$ cat src/rtl/push_conditioner.sv
// push_conditioner
//   Synchronises and debounces the board push buttons, then produces clean
//   single-cycle press / release / auto-repeat strobes and a long-press level.
//   Each button is an independent lane; lanes share no state.
//
// Ports
//   clk_osc      in   board oscillator, all state on rising edge
//   resetn       in   asynchronous, active-low reset
//   btn_raw      in   [N_BTN] raw pad levels, active-high, asynchronous
//   btn_level    out  [N_BTN] debounced level
//   btn_press    out  [N_BTN] one-cycle strobe on debounced rising edge
//   btn_release  out  [N_BTN] one-cycle strobe on debounced falling edge
//   btn_step     out  [N_BTN] press strobe plus auto-repeat (REPEAT_MASK lanes)
//   btn_long     out  [N_BTN] high while held for at least LONG_CYCLES
module push_conditioner #(
    parameter int unsigned             N_BTN           = 5,
    parameter int unsigned             DEBOUNCE_CYCLES = 1_000_000,
    parameter int unsigned             REPEAT_DELAY    = 50_000_000,
    parameter int unsigned             REPEAT_PERIOD   = 10_000_000,
    parameter logic [N_BTN-1:0]        REPEAT_MASK     = 5'b00011,
    parameter int unsigned             LONG_CYCLES     = 200_000_000
) (
    input  logic             clk_osc,
    input  logic             resetn,
    input  logic [N_BTN-1:0] btn_raw,
    output logic [N_BTN-1:0] btn_level,
    output logic [N_BTN-1:0] btn_press,
    output logic [N_BTN-1:0] btn_release,
    output logic [N_BTN-1:0] btn_step,
    output logic [N_BTN-1:0] btn_long
);

    localparam int unsigned HC_MAX = (LONG_CYCLES > REPEAT_DELAY) ? LONG_CYCLES : REPEAT_DELAY;
    localparam int unsigned RC_MAX = (REPEAT_DELAY > REPEAT_PERIOD) ? REPEAT_DELAY : REPEAT_PERIOD;
    localparam int unsigned DCW    = $clog2(DEBOUNCE_CYCLES);
    localparam int unsigned HCW    = $clog2(HC_MAX + 1);
    localparam int unsigned RCW    = $clog2(RC_MAX + 1);

    localparam logic [DCW-1:0] DC_LAST   = DCW'(DEBOUNCE_CYCLES - 1);
    localparam logic [HCW-1:0] HC_SAT    = HCW'(HC_MAX);
    localparam logic [HCW-1:0] HC_LONG   = HCW'(LONG_CYCLES);
    localparam logic [RCW-1:0] RC_DELAY  = RCW'(REPEAT_DELAY);
    localparam logic [RCW-1:0] RC_PERIOD = RCW'(REPEAT_PERIOD);
    localparam logic [RCW-1:0] RC_ONE    = RCW'(1);

    typedef enum logic {
        RELEASED = 1'b0,
        PRESSED  = 1'b1
    } lane_state_t;

    for (genvar g = 0; g < N_BTN; g++) begin : g_lane
        logic           s1, s2;
        logic [DCW-1:0] dc_q, dc_nx;
        logic [HCW-1:0] hc_q, hc_nx;
        logic [RCW-1:0] rc_q, rc_nx;
        lane_state_t    state_q, state_nx;
        logic           press_q, press_nx;
        logic           release_q, release_nx;
        logic           step_q, step_nx;
        logic           long_q, long_nx;
        logic           level;
        logic           accept;

        assign level  = (state_q == PRESSED);
        // A level change is accepted on the DEBOUNCE_CYCLES-th consecutive
        // edge at which s2 disagrees with the debounced level.
        assign accept = (s2 != level) && (dc_q == DC_LAST);

        always_ff @(posedge clk_osc or negedge resetn) begin
            if (!resetn) begin
                s1        <= 1'b0;
                s2        <= 1'b0;
                dc_q      <= '0;
                hc_q      <= '0;
                rc_q      <= '0;
                state_q   <= RELEASED;
                press_q   <= 1'b0;
                release_q <= 1'b0;
                step_q    <= 1'b0;
                long_q    <= 1'b0;
            end else begin
                s1        <= btn_raw[g];
                s2        <= s1;
                dc_q      <= dc_nx;
                hc_q      <= hc_nx;
                rc_q      <= rc_nx;
                state_q   <= state_nx;
                press_q   <= press_nx;
                release_q <= release_nx;
                step_q    <= step_nx;
                long_q    <= long_nx;
            end
        end

        always_comb begin
            state_nx   = state_q;
            dc_nx      = dc_q;
            hc_nx      = hc_q;
            rc_nx      = rc_q;
            press_nx   = 1'b0;
            release_nx = 1'b0;
            step_nx    = 1'b0;
            long_nx    = long_q;

            if (s2 == level || accept) begin
                dc_nx = '0;
            end else begin
                dc_nx = dc_q + 1'b1;
            end

            case (state_q)
                RELEASED: begin
                    if (accept) begin
                        state_nx = PRESSED;
                        press_nx = 1'b1;
                        step_nx  = 1'b1;
                        hc_nx    = '0;
                        rc_nx    = REPEAT_MASK[g] ? RC_DELAY : '0;
                        long_nx  = 1'b0;
                    end
                end
                PRESSED: begin
                    if (accept) begin
                        // Release wins over any repeat step due this edge.
                        state_nx   = RELEASED;
                        release_nx = 1'b1;
                        hc_nx      = '0;
                        rc_nx      = '0;
                        long_nx    = 1'b0;
                    end else begin
                        if (hc_q != HC_SAT) begin
                            hc_nx = hc_q + 1'b1;
                        end
                        // rc counts down to the next repeat step so that the
                        // periodic schedule keeps running after hc saturates.
                        if (REPEAT_MASK[g]) begin
                            if (rc_q == RC_ONE) begin
                                step_nx = 1'b1;
                                rc_nx   = RC_PERIOD;
                            end else begin
                                rc_nx = rc_q - 1'b1;
                            end
                        end
                        if (hc_nx >= HC_LONG) begin
                            long_nx = 1'b1;
                        end
                    end
                end
                default: state_nx = RELEASED;
            endcase
        end

        assign btn_level[g]   = level;
        assign btn_press[g]   = press_q;
        assign btn_release[g] = release_q;
        assign btn_step[g]    = step_q;
        assign btn_long[g]    = long_q;
    end

endmodule

$ cat config.mk
export PLATFORM = sky130hd
export DESIGN_NAME = push_conditioner
export DESIGN_NICKNAME = d
export VERILOG_FILES = /design/src/rtl/push_conditioner.sv
export SDC_FILE = /design/constraint.sdc
export NUM_CORES = 1
export LEC_CHECK = 0
export ABC_AREA = 1
export CAP_MARGIN = 20
export CELL_PAD_IN_SITES_DETAIL_PLACEMENT = 0
export CELL_PAD_IN_SITES_GLOBAL_PLACEMENT = 1
export CORE_MARGIN = 2
export CORE_UTILIZATION = 35
export CTS_CLUSTER_DIAMETER = 100
export DETAILED_ROUTE_END_ITERATION = 8
export PLACE_DENSITY_LB_ADDON = 0.08
export SLEW_MARGIN = 15
export SYNTH_ARGS = -nofsm -noshare
export SYNTH_HDL_FRONTEND = slang
export SYNTH_SLANG_ARGS = --single-unit
$ cat constraint.sdc
create_clock -name clk_osc -period 2.5 [get_ports clk_osc]
set_clock_uncertainty 0.15 [all_clocks]
set_input_delay 0.25 -clock clk_osc [delete_from_list [all_inputs] [get_ports clk_osc]]
set_output_delay 0.25 -clock clk_osc [all_outputs]
set_load 0.01 [all_outputs]
==> flow_summary.ini <==
[worst_setup_path]
worst_path_dominant_cell_family = simple AND/OR/NAND/NOR gates
path_common_cell = nand2_1
critPathMaxFanout = 14
crit_type = reg2reg
reg2regPathDepth = 12
slowest_stage = inv_1
path_buf_inv = 2
crit_arrival_ps = 2590
cp_cell_sequence = ha_1 -> nand2_1 -> inv_1 -> nand2_1 -> nor2_4 -> nand4_1 -> nor3_2 -> nand2_1 -> nand2_1 -> inv_1 -> o21ai_0 -> o22ai_1
worst_setup_path_end_kind = flip-flop
max_stage_delay_ps = 400
required_ps = 2820
start_kind = flip-flop
worstSetupPathDepth = 12

[power_and_ir_drop]
pwr-share-comb_pct = 2.0
clkPwrFrac_pct = 53.2
p_sw_mw = 2.62
p_int_mw = 9.19
sw_frac_of_total_pct = 22.2
seq_power_share_pct = 44.8
leakage_nw = 9.76
finalPower_mw = 11.8
pwr_density_cell_nw_per_um2 = 518
peakVddDrop_mv = 0.407

[global_route]
track_usage_pct = 18.8
antenna_found_initial = 0
grt_max_degree = 56
grt_pass1_vias = 17500
grt_pass1_wl_mm = 88.9
grt_overflow = 0

[synth]
synth.distinct_cells = 59
synth_ff_type = dfrtp_1
syn-mean-instance-area_um2 = 7.34
synthesis.area_um2 = 19600
synth_cells = 2673
synth-seq-cells = 324
synth.top_cell.area_share_pct = 41.3
synth_edf_count = 0
async_flop_share_pct = 100
yosysWarnings = 0
ys_seq_area_share_pct = 41.3
synthTopCellsByArea = dfrtp_1 (41%), nand2_1 (11%), inv_1 (6.9%), nor2_1 (6.8%), xor2_1 (3.9%)
mappedNetlistNets = 2699
yosys.area.top_type = dfrtp_1

[final_layout]
fin_cells = 3546
layout_commonest_cell = nand2_1
fin_area_um2 = 22800
regArea_um2 = 8110
drive_gt1_share_pct = 10.5
syn_to_final_growth_pct = 16.3
final_cell_mix = nand2_1 (582), inv_1 (359), nor2_1 (349), dfrtp_1 (320), nand3_1 (143)
fin_nets = 2794
fill_cells = 5710
insertedDiodeCount = 0
multiInputGateArea_um2 = 9830
final_util_pct = 41.3

[detailed_routing]
wirelength_mm = 53.2
postRouteAntennaNets = 0
post_drt_wl_per_cell_um = 15.0
firstDrtPassIters = 5
via_per_inst = 4.94
detail_route.iter0.violations = 1079
remaining_drc_errors = 0
via_count = 17500

[clock_tree]
path_clk_slew_ps = 60
insertion_delay_ps = 570
numCtsBuffers = 42
htree_levels = 2
root_buffer = clkbuf_16
cts_tree = built
clk_path_buf_depth = 3
cts_sinks = 324

[placement]
dp_cells = 3462
dp_slack_ps = 22.1
place.gp.congestion = 0.859
hpwl_mm = 38.7
place_area_um2 = 21200
portBuffers = 31

[timing]
fin_crit_ps = 2270
hold_slack_ps = 23.5
timing.setup.tns_ps = 0
hold_viol = 0
setup_viol = 0
worst_pin_slew_ps = 497
finalCritPeriodShare_pct = 90.9
relSlewSlack_pct = 66.6
fmax_mhz = 440
fin_ws_ps = 228
maxSlewViolCount = 0

[floorplanning]
chipWidth_um = 241
design.core.area_um2 = 55200
die_y_um = 241
boundaryPins = 32
die-area_um2 = 57900
rows = 86
start_util_pct = 35.5

[worst_hold_path]
min_path_cells = 1
min_path_type = in2reg

[run_status]
status = finished clean

[run]
drv_cap = 0
cells by family after synthesis:
family / share of synthesized area [%]
DFF: 41.3
buffers and inverters: 9.20
and+or+nand+nor: 32.7
adders and majority gates: 1.21
xor gates and xnor gates: 4.42
muxes: 0.0574
AOI/OAI and AO/OA: 11.0
final cells by class:
| cell class | instances | area share (%) |
|---|---|---|
| clock buffers | 63 | 5.49 |
| clock inverters | 11 | 0.708 |
| inverters | 377 | 6.23 |
| multi-input cells | 1907 | 43.1 |
| flip-flops and latches | 324 | 35.6 |
| well taps | 748 | 4.10 |
| repair buffers | 116 | 4.80 |
cell usage after synthesis, types with 3 or more instances:
cell type / instances
or2_2: 3
clkinv_1: 4
o22ai_1: 108
xnor2_1: 12
o21ai_1: 8
nor4_2: 5
nand4_1: 87
nand3_1: 144
nand2_2: 17
nor3_2: 20
inv_1: 361
o21ai_0: 142
nor2_2: 40
a22o_1: 4
clkbuf_1: 10
o211ai_1: 6
nor2_4: 13
nor4_1: 32
xor2_1: 87
o21a_1: 5
nand2_1: 587
nor3b_1: 5
a21oi_1: 80
nor3_1: 85
nor2_1: 354
buf_2: 20
nand3_2: 4
dfrtp_1: 324
nand3b_1: 3
buf_4: 32
buf_1: 3
inv_2: 12
a31oi_1: 3
ha_1: 19
layer usage:
metal  global-route usage (%)  vias to the layer above  share of wire [%]
met5                        0                        -                  0
met4                     4.72                        0                1.9
met3                     2.64                       64                2.8
met2                     31.9                      230                 47
met1                     25.2                     8273                 48
li1                         -                     8965                  -
flip-flops by register name, summed over array words and instances, names as in the netlist, named ones only:
register          cells
g_lane.step_q         5
g_lane.dc_q         100
g_lane.long_q         5
g_lane.press_q        2
g_lane.release_q      5
g_lane.hc_q         140
g_lane.s1             5
g_lane.rc_q          52
g_lane.s2             5
path summary, 6_finish.rpt:
path | startpoint | end | slack (ps)
max | g_lane[2].dc_q[0] | g_lane[2].hc_q[6] | 230
min | btn_raw[3] | g_lane[3].s1 | 20
max reg2reg | g_lane[2].dc_q[0] | g_lane[2].hc_q[6] | 230
min reg2reg | g_lane[1].s1 | g_lane[1].s2 | 200
max in group asynchronous | resetn | g_lane[4].hc_q[3] | 1430
min in group asynchronous | resetn | g_lane[0].hc_q[26] | 40
power by group through the flow:
stage | logic [mW] | registers, mW | clock network [mW]
after global placement | 0.244 | 5.38 | 0
after floorplan | 0.0625 | 5.38 | 0
final | 0.237 | 5.29 | 6.28
after global routing | 0.278 | 5.29 | 6.71
after CTS | 0.252 | 5.29 | 6.51
after detailed placement | 0.244 | 5.39 | 0
what timing repair did:
action | 4_1_cts | 5_1_grt
hold endpoints to repair | 328 | 0
gates resized for setup | 0 | 39
hold buffers | 5 | 0
setup endpoints to repair | 0 | 60
buffers inserted | 0 | 5
Power figures use the tool's default switching activity.
==> variant, RTL diff (config.mk and constraints unchanged) <==
Register the output `btn_level`, cleared by the reset; this adds one clock of latency there. The other outputs are not delayed to match.
--- a/src/rtl/push_conditioner.sv
+++ b/src/rtl/push_conditioner.sv
@@ -49,2 +49,4 @@
     } lane_state_t;
+
+    logic [N_BTN-1:0] btn_level_d;
 
@@ -152,3 +154,3 @@
 
-        assign btn_level[g]   = level;
+        assign btn_level_d[g]   = level;
         assign btn_press[g]   = press_q;
@@ -159,2 +161,10 @@
 
+    always_ff @(posedge clk_osc or negedge resetn) begin
+        if (!resetn) begin
+            btn_level <= '0;
+        end else begin
+            btn_level <= btn_level_d;
+        end
+    end
+
 endmodule
Function: same outputs for any inputs over 10 cycles, from zero or initial values and one cycle with resetn low; that may be too few to reach the edited logic, so the function may still have changed.
==> variant against the original RTL <==
- power rose by 2.8%
- area after synthesis fell by 0.80%
- worst setup slack got worse by 71 ps
- largest cell class unchanged
- clock power up 4.0%
- sequential power up 2%
- utilization about the same
- sequential cell count is 5 higher
- final area decreased by 0.46%
- critical path type unchanged
- die area fell by 0.79%
- largest power group unchanged
- wire length down 0.24%
==> variant: results (changes against the original RTL) <==
stage;metric;value;unit;change
status;outcome;completed;;
worst_setup_path;Worst Path Max Fanout;7;;-7
worst_setup_path;FF-to-FF setup slack;160;ps;-70 ps
synthesis;Syn Nets;2680;;-0.70%
timing;Final period util;93.71;%;+2.8 points
placement;dpl cells;3437;;-0.72%
synthesis;Yosys cell types;52;;-12%
worst_setup_path;arrival time at the worst endpoint;2690;ps;+100 ps
synthesis;sequential share of the synthesized area;42.32;%;+0.98 points
grt;GRT Overall Usage;18.80;%;about the same
grt;pin count of the biggest net entering global routing;58;;+3.6%
worst_setup_path;RR Endpoint;g_lane[0].long_q;;
synthesis;most frequent cells after synthesis;nand2_1 (588), nor2_1 (375), inv_1 (358);;
grt;number of global-route vias before repair;17380;;-0.64%
timing;Slew @ Worst Pin;663.4;ps;+166.7 ps
route;wirelength, routed;53.03;mm;-0.24%
route;Vias/cell;4.935;;-0.19%
worst_setup_path;RR Startpoint;g_lane[0].hc_q[2];;
route;initial drt markers;1016;;-5.8%
power_and_ir_drop;Leakage;0.009702;uW;-0.61%
synthesis;Mapped Avg Cell Area;7.330;um2;about the same
timing;Min Hold Slack;91.83;ps;+68.29 ps
synthesis;largest cells by area after synthesis;dfrtp_1 (42%), nand2_1 (11%), nor2_1 (7.2%), inv_1 (6.9%), xor2_1 (3.9%);;
worst_hold_path;Hold/Removal Path Class;primary input to async pin;;
placement;gpl congestion;0.8577;;-0.13%
placement;dpl ws;47.50;ps;+25.44 ps
worst_setup_path;Max stage delay cell, worst path;dfrtp_1;;
placement;Final HPWL DP;38.73;mm;+0.10%
-- variant: per-layer routing --
layer,track usage [%],wire length (um),part of all wire (%),up-vias
li1,-,-,-,8913
met1,25.47,25570,48,8201
met2,31.73,24940,47,237
met3,2.386,1638,3.1,58
met4,4.659,884,1.7,0
met5,0,0,0,-
-- variant: critical path: cells and delay by family (launching register included) --
family	cells	cell delay [ps]
AOI/OAI and AO/OA	2	450
and+or+nand+nor	8	1220
DFF	1	460
-- variant: logic make-up after synthesis --
| logic type | count (synthesis) | share of synthesized area, % |
|---|---|---|
| adders and majority gates | 19 | 1.222 |
| xor gates and xnor gates | 97 | 4.367 |
| AOI/OAI and AO/OA | 382 | 11.15 |
| buffers and inverters | 431 | 8.856 |
| and+or+nand+nor | 1395 | 32.03 |
| muxes | 1 | 0.05788 |
| DFF | 329 | 42.32 |
-- variant: metrics by stage --
| step | utilization [%] | area, um2 |
|---|---|---|
| after global placement | 38.12 | 20960 |
| after global routing | 41.29 | 22700 |
| after detailed placement | 38.12 | 20960 |
| final | 41.29 | 22700 |
| after floorplan | - | 19450 |
| after CTS | 40.94 | 22510 |
-- variant: cell type report --
class / instances / area, um2
fillers: 5665 / 32280
multi-input cells: 1894 / 9628
flip-flops and latches: 329 / 8233
inverters: 379 / 1423
clock buffers: 61 / 1256
repair buffers: 101 / 993.5
well taps: 748 / 935.9
clock inverters: 16 / 232.7
-- variant: worst max-delay path by stage --
stage / from / to
global placement: g_lane[4].hc_q[1] / g_lane[4].long_q
floorplan: g_lane[0].dc_q[0] / g_lane[0].rc_q[13]
global route: g_lane[4].hc_q[1] / g_lane[4].long_q
CTS: g_lane[1].hc_q[1] / g_lane[1].long_q
finish: g_lane[0].hc_q[2] / g_lane[0].long_q
detailed placement: g_lane[1].hc_q[1] / g_lane[1].long_q
-- variant: what timing repair did --
item | CTS | global route
endpoints found under the setup margin | 0 | 20
hold buffers | 6 | 0
hold endpoints to repair | 251 | 0
buffers inserted | 0 | 8
resized for setup | 0 | 33
-- variant: power by group --
group / leakage [uW] / total, uW / switching [uW] / internal (uW)
logic: 0.00440 / 240 / 173 / 66.5
clock network: 0.000736 / 6530 / 2430 / 4100
registers: 0.00456 / 5370 / 19.4 / 5350
